## src/rtl/frame_pack_pkg.sv

```systemverilog
// Shared constants, types and the beat-placement helper for the transmit-side frame packer.
// The packed layout is bit-exact with what the decoder's frame slicer consumes.
package frame_pack_pkg;

    localparam int FRAME_W          = 384;
    localparam int SLICED_INPUT_NUM = 6;
    localparam int BEATS_RATE2      = FRAME_W / 4;
    localparam int BEATS_RATE3      = FRAME_W / 6;
    localparam int FILL_W           = 9;

    localparam logic CODE_RATE_2 = 1'b0;
    localparam logic CODE_RATE_3 = 1'b1;

    localparam logic [FILL_W-1:0] WP_TOP = FILL_W'(FRAME_W - 1);

    typedef enum logic {
        ST_FILL      = 1'b0,
        ST_FULL_WAIT = 1'b1
    } asm_state_e;

    // Returns a frame-wide word holding one beat's bits at frame[wp] downward, zero elsewhere.
    function automatic logic [FRAME_W-1:0] place_beat(
        input logic                        rate,
        input logic [SLICED_INPUT_NUM-1:0] sym,
        input logic [FILL_W-1:0]           wp
    );
        logic [FRAME_W-1:0] top;
        top = '0;
        if (rate == CODE_RATE_2) begin
            top[FRAME_W-1 -: 4] = {sym[0], sym[1], sym[3], sym[4]};
        end else begin
            top[FRAME_W-1 -: 6] = {sym[0], sym[1], sym[2], sym[3], sym[4], sym[5]};
        end
        return top >> (WP_TOP - wp);
    endfunction

endpackage

```

## src/rtl/frame_out_reg.sv

```systemverilog
// Output holding register: carries frame, last flag and fill count under a valid/ready handshake.
// A transfer happens on any edge where o_valid && i_ready; o_can_load says a new frame may be written.
module frame_out_reg
    import frame_pack_pkg::*;
(
    input  logic               clk,
    input  logic               rst,
    input  logic               i_load,
    input  logic [FRAME_W-1:0] i_frame,
    input  logic               i_last,
    input  logic [FILL_W-1:0]  i_fill,
    input  logic               i_ready,
    output logic               o_can_load,
    output logic               o_valid,
    output logic [FRAME_W-1:0] o_frame,
    output logic               o_last,
    output logic [FILL_W-1:0]  o_fill
);

    logic               valid_q, valid_d;
    logic [FRAME_W-1:0] frame_q, frame_d;
    logic               last_q, last_d;
    logic [FILL_W-1:0]  fill_q, fill_d;

    assign o_can_load = !valid_q || i_ready;

    always_comb begin
        valid_d = valid_q;
        frame_d = frame_q;
        last_d  = last_q;
        fill_d  = fill_q;
        if (i_load) begin
            valid_d = 1'b1;
            frame_d = i_frame;
            last_d  = i_last;
            fill_d  = i_fill;
        end else if (valid_q && i_ready) begin
            // Consumed with nothing to refill: metadata clears with valid.
            valid_d = 1'b0;
            last_d  = 1'b0;
            fill_d  = '0;
        end
    end

    always_ff @(posedge clk) begin
        if (rst) begin
            valid_q <= 1'b0;
            frame_q <= '0;
            last_q  <= 1'b0;
            fill_q  <= '0;
        end else begin
            valid_q <= valid_d;
            frame_q <= frame_d;
            last_q  <= last_d;
            fill_q  <= fill_d;
        end
    end

    assign o_valid = valid_q;
    assign o_frame = frame_q;
    assign o_last  = last_q;
    assign o_fill  = fill_q;

endmodule

```

## src/rtl/frame_pack.sv

```systemverilog
// Packs two encoded symbols per beat MSB-first into 384-bit frames, double-buffered against the output register.
// Handshake: a beat moves when i_valid && o_ready; a frame moves when o_frame_valid && i_frame_ready.
module frame_pack
    import frame_pack_pkg::*;
(
    input  logic                        clk,
    input  logic                        rst,
    input  logic                        i_code_rate,
    input  logic                        i_valid,
    output logic                        o_ready,
    input  logic [SLICED_INPUT_NUM-1:0] i_sym,
    input  logic                        i_last,
    output logic [FRAME_W-1:0]          o_frame,
    output logic                        o_frame_valid,
    input  logic                        i_frame_ready,
    output logic                        o_frame_last,
    output logic [FILL_W-1:0]           o_fill,
    output asm_state_e                  o_dbg_state
);

    asm_state_e         state_q, state_d;
    logic [FRAME_W-1:0] asm_q, asm_d;
    logic [FILL_W-1:0]  wp_q, wp_d;
    logic               rate_q, rate_d;
    logic               hold_last_q, hold_last_d;
    logic [FILL_W-1:0]  hold_fill_q, hold_fill_d;

    logic               rate_eff;
    logic [FILL_W-1:0]  step;
    logic [FRAME_W-1:0] merged;
    logic [FILL_W-1:0]  fill_new;
    logic               closes;
    logic               out_load;
    logic               out_can_load;
    logic [FRAME_W-1:0] out_frame;
    logic               out_last;
    logic [FILL_W-1:0]  out_fill;

    // o_ready is a pure decode of the registered state, never of i_frame_ready.
    assign o_ready     = (state_q == ST_FILL);
    assign o_dbg_state = state_q;

    always_comb begin
        state_d     = state_q;
        asm_d       = asm_q;
        wp_d        = wp_q;
        rate_d      = rate_q;
        hold_last_d = hold_last_q;
        hold_fill_d = hold_fill_q;
        out_load    = 1'b0;
        out_frame   = asm_q;
        out_last    = hold_last_q;
        out_fill    = hold_fill_q;

        // The code rate is only honoured on the first beat of a frame.
        rate_eff = (wp_q == WP_TOP) ? i_code_rate : rate_q;
        step     = (rate_eff == CODE_RATE_2) ? FILL_W'(4) : FILL_W'(6);
        merged   = asm_q | place_beat(rate_eff, i_sym, wp_q);
        fill_new = (WP_TOP - wp_q) + step;
        closes   = (wp_q == step - FILL_W'(1)) || i_last;

        case (state_q)
            ST_FILL: begin
                if (i_valid) begin
                    rate_d = rate_eff;
                    if (closes && out_can_load) begin
                        out_load  = 1'b1;
                        out_frame = merged;
                        out_last  = i_last;
                        out_fill  = fill_new;
                        asm_d     = '0;
                        wp_d      = WP_TOP;
                    end else if (closes) begin
                        asm_d       = merged;
                        hold_last_d = i_last;
                        hold_fill_d = fill_new;
                        state_d     = ST_FULL_WAIT;
                    end else begin
                        asm_d = merged;
                        wp_d  = wp_q - step;
                    end
                end
            end
            ST_FULL_WAIT: begin
                if (out_can_load) begin
                    out_load = 1'b1;
                    asm_d    = '0;
                    wp_d     = WP_TOP;
                    state_d  = ST_FILL;
                end
            end
            default: state_d = ST_FILL;
        endcase
    end

    always_ff @(posedge clk) begin
        if (rst) begin
            state_q     <= ST_FILL;
            asm_q       <= '0;
            wp_q        <= WP_TOP;
            rate_q      <= CODE_RATE_2;
            hold_last_q <= 1'b0;
            hold_fill_q <= '0;
        end else begin
            state_q     <= state_d;
            asm_q       <= asm_d;
            wp_q        <= wp_d;
            rate_q      <= rate_d;
            hold_last_q <= hold_last_d;
            hold_fill_q <= hold_fill_d;
        end
    end

    frame_out_reg u_out (
        .clk        (clk),
        .rst        (rst),
        .i_load     (out_load),
        .i_frame    (out_frame),
        .i_last     (out_last),
        .i_fill     (out_fill),
        .i_ready    (i_frame_ready),
        .o_can_load (out_can_load),
        .o_valid    (o_frame_valid),
        .o_frame    (o_frame),
        .o_last     (o_frame_last),
        .o_fill     (o_fill)
    );

endmodule

```

## config.mk

```make
export PLATFORM = sky130hd
export DESIGN_NAME = frame_pack
export DESIGN_NICKNAME = d
export VERILOG_FILES = /design/src/rtl/frame_pack_pkg.sv /design/src/rtl/frame_out_reg.sv /design/src/rtl/frame_pack.sv
export SDC_FILE = /design/constraint.sdc
export NUM_CORES = 2
export LEC_CHECK = 0
export BUFFER_PORTS_ARGS = -buffer_cell sky130_fd_sc_hd__buf_4
export CAP_MARGIN = 10
export CORE_MARGIN = 4
export CORE_UTILIZATION = 57
export DETAILED_ROUTE_END_ITERATION = 16
export PLACE_DENSITY = 0.84
export SETUP_SLACK_MARGIN = 0.05
export SKIP_CTS_REPAIR_TIMING = 1
export SLEW_MARGIN = 15
export SYNTH_ARGS = -nofsm -noshare
export SYNTH_HDL_FRONTEND = slang
export SYNTH_SLANG_ARGS = --single-unit
```

## constraint.sdc

```tcl
create_clock -name clk -period 3.66 [get_ports clk]
set_clock_uncertainty 0.05 [all_clocks]
set_input_delay 0.183 -clock clk [delete_from_list [all_inputs] [get_ports clk]]
set_output_delay 0.183 -clock clk [all_outputs]
set_load 0.01 [all_outputs]
```

==> impl_metrics.xml <==
<?xml version="1.0" encoding="UTF-8"?>
<metrics>
  <group name="outcome">
    <metric name="outcome" unit="">finished with violations</metric>
    <metric name="violations_in_the_final_reports" unit="">negative setup slack</metric>
  </group>
  <group name="floorplanning">
    <metric name="floorplan.initialDensity" unit="">0.575</metric>
    <metric name="dieHeight" unit="um">238</metric>
    <metric name="io_pins" unit="">409</metric>
    <metric name="rows" unit="">84</metric>
    <metric name="core_area" unit="mm2">0.0526</metric>
    <metric name="full_die_area" unit="mm2">0.0568</metric>
    <metric name="floorplan.die.width" unit="um">238</metric>
  </group>
  <group name="route">
    <metric name="drtPass1Iterations" unit="">6</metric>
    <metric name="detail_route.vias_per_cell" unit="">6.63</metric>
    <metric name="totalWireLength" unit="um">116000</metric>
    <metric name="drt_first_iter_violations" unit="">4562</metric>
    <metric name="detail-route-antenna-nets" unit="">0</metric>
    <metric name="total_drc_errors_in_the_routed_layout" unit="">0</metric>
    <metric name="vias" unit="">30400</metric>
    <metric name="wl_per_cell" unit="um">25.3</metric>
  </group>
  <group name="worst_setup_path">
    <metric name="worstSetupStartpointType" unit="">flip-flop</metric>
    <metric name="critPathRequiredTime" unit="ps">4140</metric>
    <metric name="timing.critical_path.fanout_max" unit="">10</metric>
    <metric name="criticalPathCategory" unit="">reg2reg</metric>
    <metric name="data_arrival_time_of_the_critical_path" unit="ps">4160</metric>
    <metric name="worst_setup_path_end_kind" unit="">flip-flop</metric>
  </group>
  <group name="timing">
    <metric name="fmax" unit="GHz">0.272</metric>
    <metric name="tightest_slew" unit="ps">1210</metric>
    <metric name="layout_worst_path_cycle_share" unit="">1.01</metric>
    <metric name="report.final.setup_viol" unit="">1</metric>
    <metric name="timing.slew.headroom" unit="">0.191</metric>
    <metric name="post-route-min-period" unit="ps">3680</metric>
    <metric name="final-max-slew-violation-count" unit="">0</metric>
    <metric name="rsz0062_at_grt" unit="">yes</metric>
    <metric name="layout_setup_ws" unit="ps">-18.5</metric>
    <metric name="finalHoldViolations" unit="">0</metric>
  </group>
  <group name="power">
    <metric name="static-leakage-power" unit="nW">14.6</metric>
    <metric name="powerDensity" unit="mW/mm2">516</metric>
    <metric name="worst_voltage_drop_across_the_vdd_grid" unit="V">0.000400</metric>
  </group>
  <group name="logic_synthesis">
    <metric name="netlist_top_cells_area" unit="">sky130_fd_sc_hd__dfxtp_1, sky130_fd_sc_hd__nor2_1, sky130_fd_sc_hd__a211oi_1, sky130_fd_sc_hd__nor3_1, sky130_fd_sc_hd__a21oi_1</metric>
    <metric name="syn-num-nets" unit="">3503</metric>
    <metric name="synth_ff_type" unit="">sky130_fd_sc_hd__dfxtp_1</metric>
    <metric name="synth_top_cell_area_share" unit="">0.530</metric>
    <metric name="ys_seq_area_frac" unit="">0.530</metric>
    <metric name="synth-edff-count" unit="">0</metric>
    <metric name="ys_async_sr_fraction" unit="">0</metric>
    <metric name="synthesis.yosys.warnings" unit="">0</metric>
    <metric name="avgSynthCellArea" unit="um2">8.67</metric>
    <metric name="ys_types" unit="">68</metric>
    <metric name="mappedNetlistArea" unit="mm2">0.0302</metric>
    <metric name="synth_cells" unit="">3488</metric>
    <metric name="yosys_register_bits" unit="">800</metric>
    <metric name="yosysTopAreaCell" unit="">sky130_fd_sc_hd__dfxtp_1</metric>
  </group>
  <group name="grt">
    <metric name="grt_first_pass_wirelength" unit="um">161000</metric>
    <metric name="number_of_antenna_violations_at_the_first_check_in_global_routing" unit="">0</metric>
    <metric name="globalRouteTotalUtil" unit="">0.360</metric>
    <metric name="largest_net_degree_at_the_start_of_global_routing" unit="">118</metric>
    <metric name="grt_overflow" unit="">0</metric>
    <metric name="vias_in_the_first_global_route" unit="">27000</metric>
  </group>
  <group name="placed_design">
    <metric name="place.port_buffers" unit="">408</metric>
    <metric name="routabilityCongestion" unit="">0.998</metric>
    <metric name="detailedPlace.worstSlack" unit="ps">-54.2</metric>
    <metric name="detailed_place_hpwl" unit="um">71000</metric>
    <metric name="place_inst" unit="">4400</metric>
  </group>
  <group name="clocking">
    <metric name="clock_path_buffers" unit="">3</metric>
    <metric name="clock_insertion_delay_worst_skew" unit="ps">620</metric>
    <metric name="clk_pin_slew_worst_paths" unit="ps">70</metric>
    <metric name="clkSinkCount" unit="">800</metric>
    <metric name="clock-root-buffer" unit="">sky130_fd_sc_hd__clkbuf_16</metric>
    <metric name="cts_inserted_buffers" unit="">78</metric>
    <metric name="htree_num_levels" unit="">3</metric>
    <metric name="tritoncts_clock_tree" unit="">done</metric>
  </group>
  <group name="layout">
    <metric name="area_growth" unit="%">25.5</metric>
    <metric name="final_core_utilization" unit="">0.722</metric>
    <metric name="nNetsFinal" unit="">3853</metric>
    <metric name="stdcell_count" unit="">4581</metric>
    <metric name="drive_gt1_frac" unit="">0.216</metric>
    <metric name="mostFrequentLayoutCell" unit="">sky130_fd_sc_hd__nor2_1</metric>
    <metric name="mostFrequentLayoutCells" unit="">sky130_fd_sc_hd__nor2_1, sky130_fd_sc_hd__dfxtp_1, sky130_fd_sc_hd__buf_4</metric>
  </group>
  <group name="min_path">
    <metric name="min-delay-path-class" unit="">in2reg</metric>
  </group>
  <group name="flow_run">
    <metric name="max_cap_viol_count" unit="">0</metric>
  </group>
</metrics>
## path summary, 6_finish.rpt
path | start | endpoint | slack, ps | cells past startpoint
worst min register to register | asm_q[328]$_SDFFE_PP0P_ | asm_q[328]$_SDFFE_PP0P_ | 410 | 2
worst min-delay path | i_code_rate | rate_q$_SDFFE_PP0P_ | 10 | 4
worst max-delay path | wp_q[0]$_SDFFE_PP1P_ | u_out.o_frame[283]$_SDFFE_PP0P_ | -20 | 12
worst max register to register | wp_q[0]$_SDFFE_PP1P_ | u_out.o_frame[283]$_SDFFE_PP0P_ | -20 | 12
## layer usage
metal	part of all wire	global-route usage	routed length, um	vias to the layer above
li1	-	-	-	13300
met5	0	0	0	-
met2	0.43	0.550	49700	2317
met1	0.36	0.467	41100	14200
met3	0.15	0.0982	16900	496
met4	0.069	0.193	7940	0
## synthesized netlist by cell type (all sizes together) (12+ instances only)
cell and count:
nor2 856, dfxtp 800, nor3 403, a211oi 264, clkbuf 252, a21oi 250, a311oi 123, buf 94
a32oi 91, nand2 77, a31oi 48, o22ai 24, mux2i 20, o21ai 20, nand3 14, a22oi 13
a41oi 12
## stage by stage
stage               power (mW)  instance area, um2  TNS (ps)  hold WS [ps]
CTS                       19.4               37100      -310          -212
finish                    19.6               38000     -18.5          14.5
global route              20.1               38000      -270          20.8
detailed placement        11.5               34600      -141           398
global placement          11.5               34600         0           391
floorplan                 10.5               30200         0           285
## worst max-delay path, cell delays in order, from the launching register on
cell,delay (ps)
sky130_fd_sc_hd__dfxtp_1,520
sky130_fd_sc_hd__and4_4,320
sky130_fd_sc_hd__nand3_1,110
sky130_fd_sc_hd__nand2_1,130
sky130_fd_sc_hd__ha_4,210
sky130_fd_sc_hd__or3_4,370
sky130_fd_sc_hd__nor3_4,350
sky130_fd_sc_hd__a41oi_4,330
sky130_fd_sc_hd__clkbuf_16,330
sky130_fd_sc_hd__buf_4,170
sky130_fd_sc_hd__nor3_1,280
sky130_fd_sc_hd__a211oi_1,160
sky130_fd_sc_hd__nor3_1,240
## state kept, by name, indices dropped and copies added (netlist names)
name and count:
rate_q 1, hold_fill_q 9, wp_q 9, o_dbg_state 1, hold_last_q 1, asm_q 384, u_out.o_valid 1, u_out.o_frame 384
u_out.o_fill 9, u_out.o_last 1
## cell type report
cell class	instances	area [um2]
flip-flops and latches	800	16000
fillers	3853	14600
multi-input cells	2338	13300
repair buffers	611	5200
clock buffers	109	2240
well taps	688	861
clock inverters	25	269
inverters	9	33.8
diodes	1	2.50
## power breakdown
group	switching (mW)	total [mW]	internal [mW]
registers	0.210	9.20	8.99
logic	1.51	2.41	0.899
clock network	3.42	7.98	4.56
total	5.14	19.6	14.4
## cells by family after synthesis
family | after synthesis | synth area share
buffers and inverters | 355 | 0.0472
adder cells (fa/ha/maj) | 3 | 0.00124
flip-flops | 800 | 0.530
AO/OA/AOI/OAI | 883 | 0.207
XOR/XNOR | 11 | 0.00319
AND/OR/NAND/NOR | 1410 | 0.203
multiplexers | 26 | 0.00885
(Power assumes the default switching activity.)
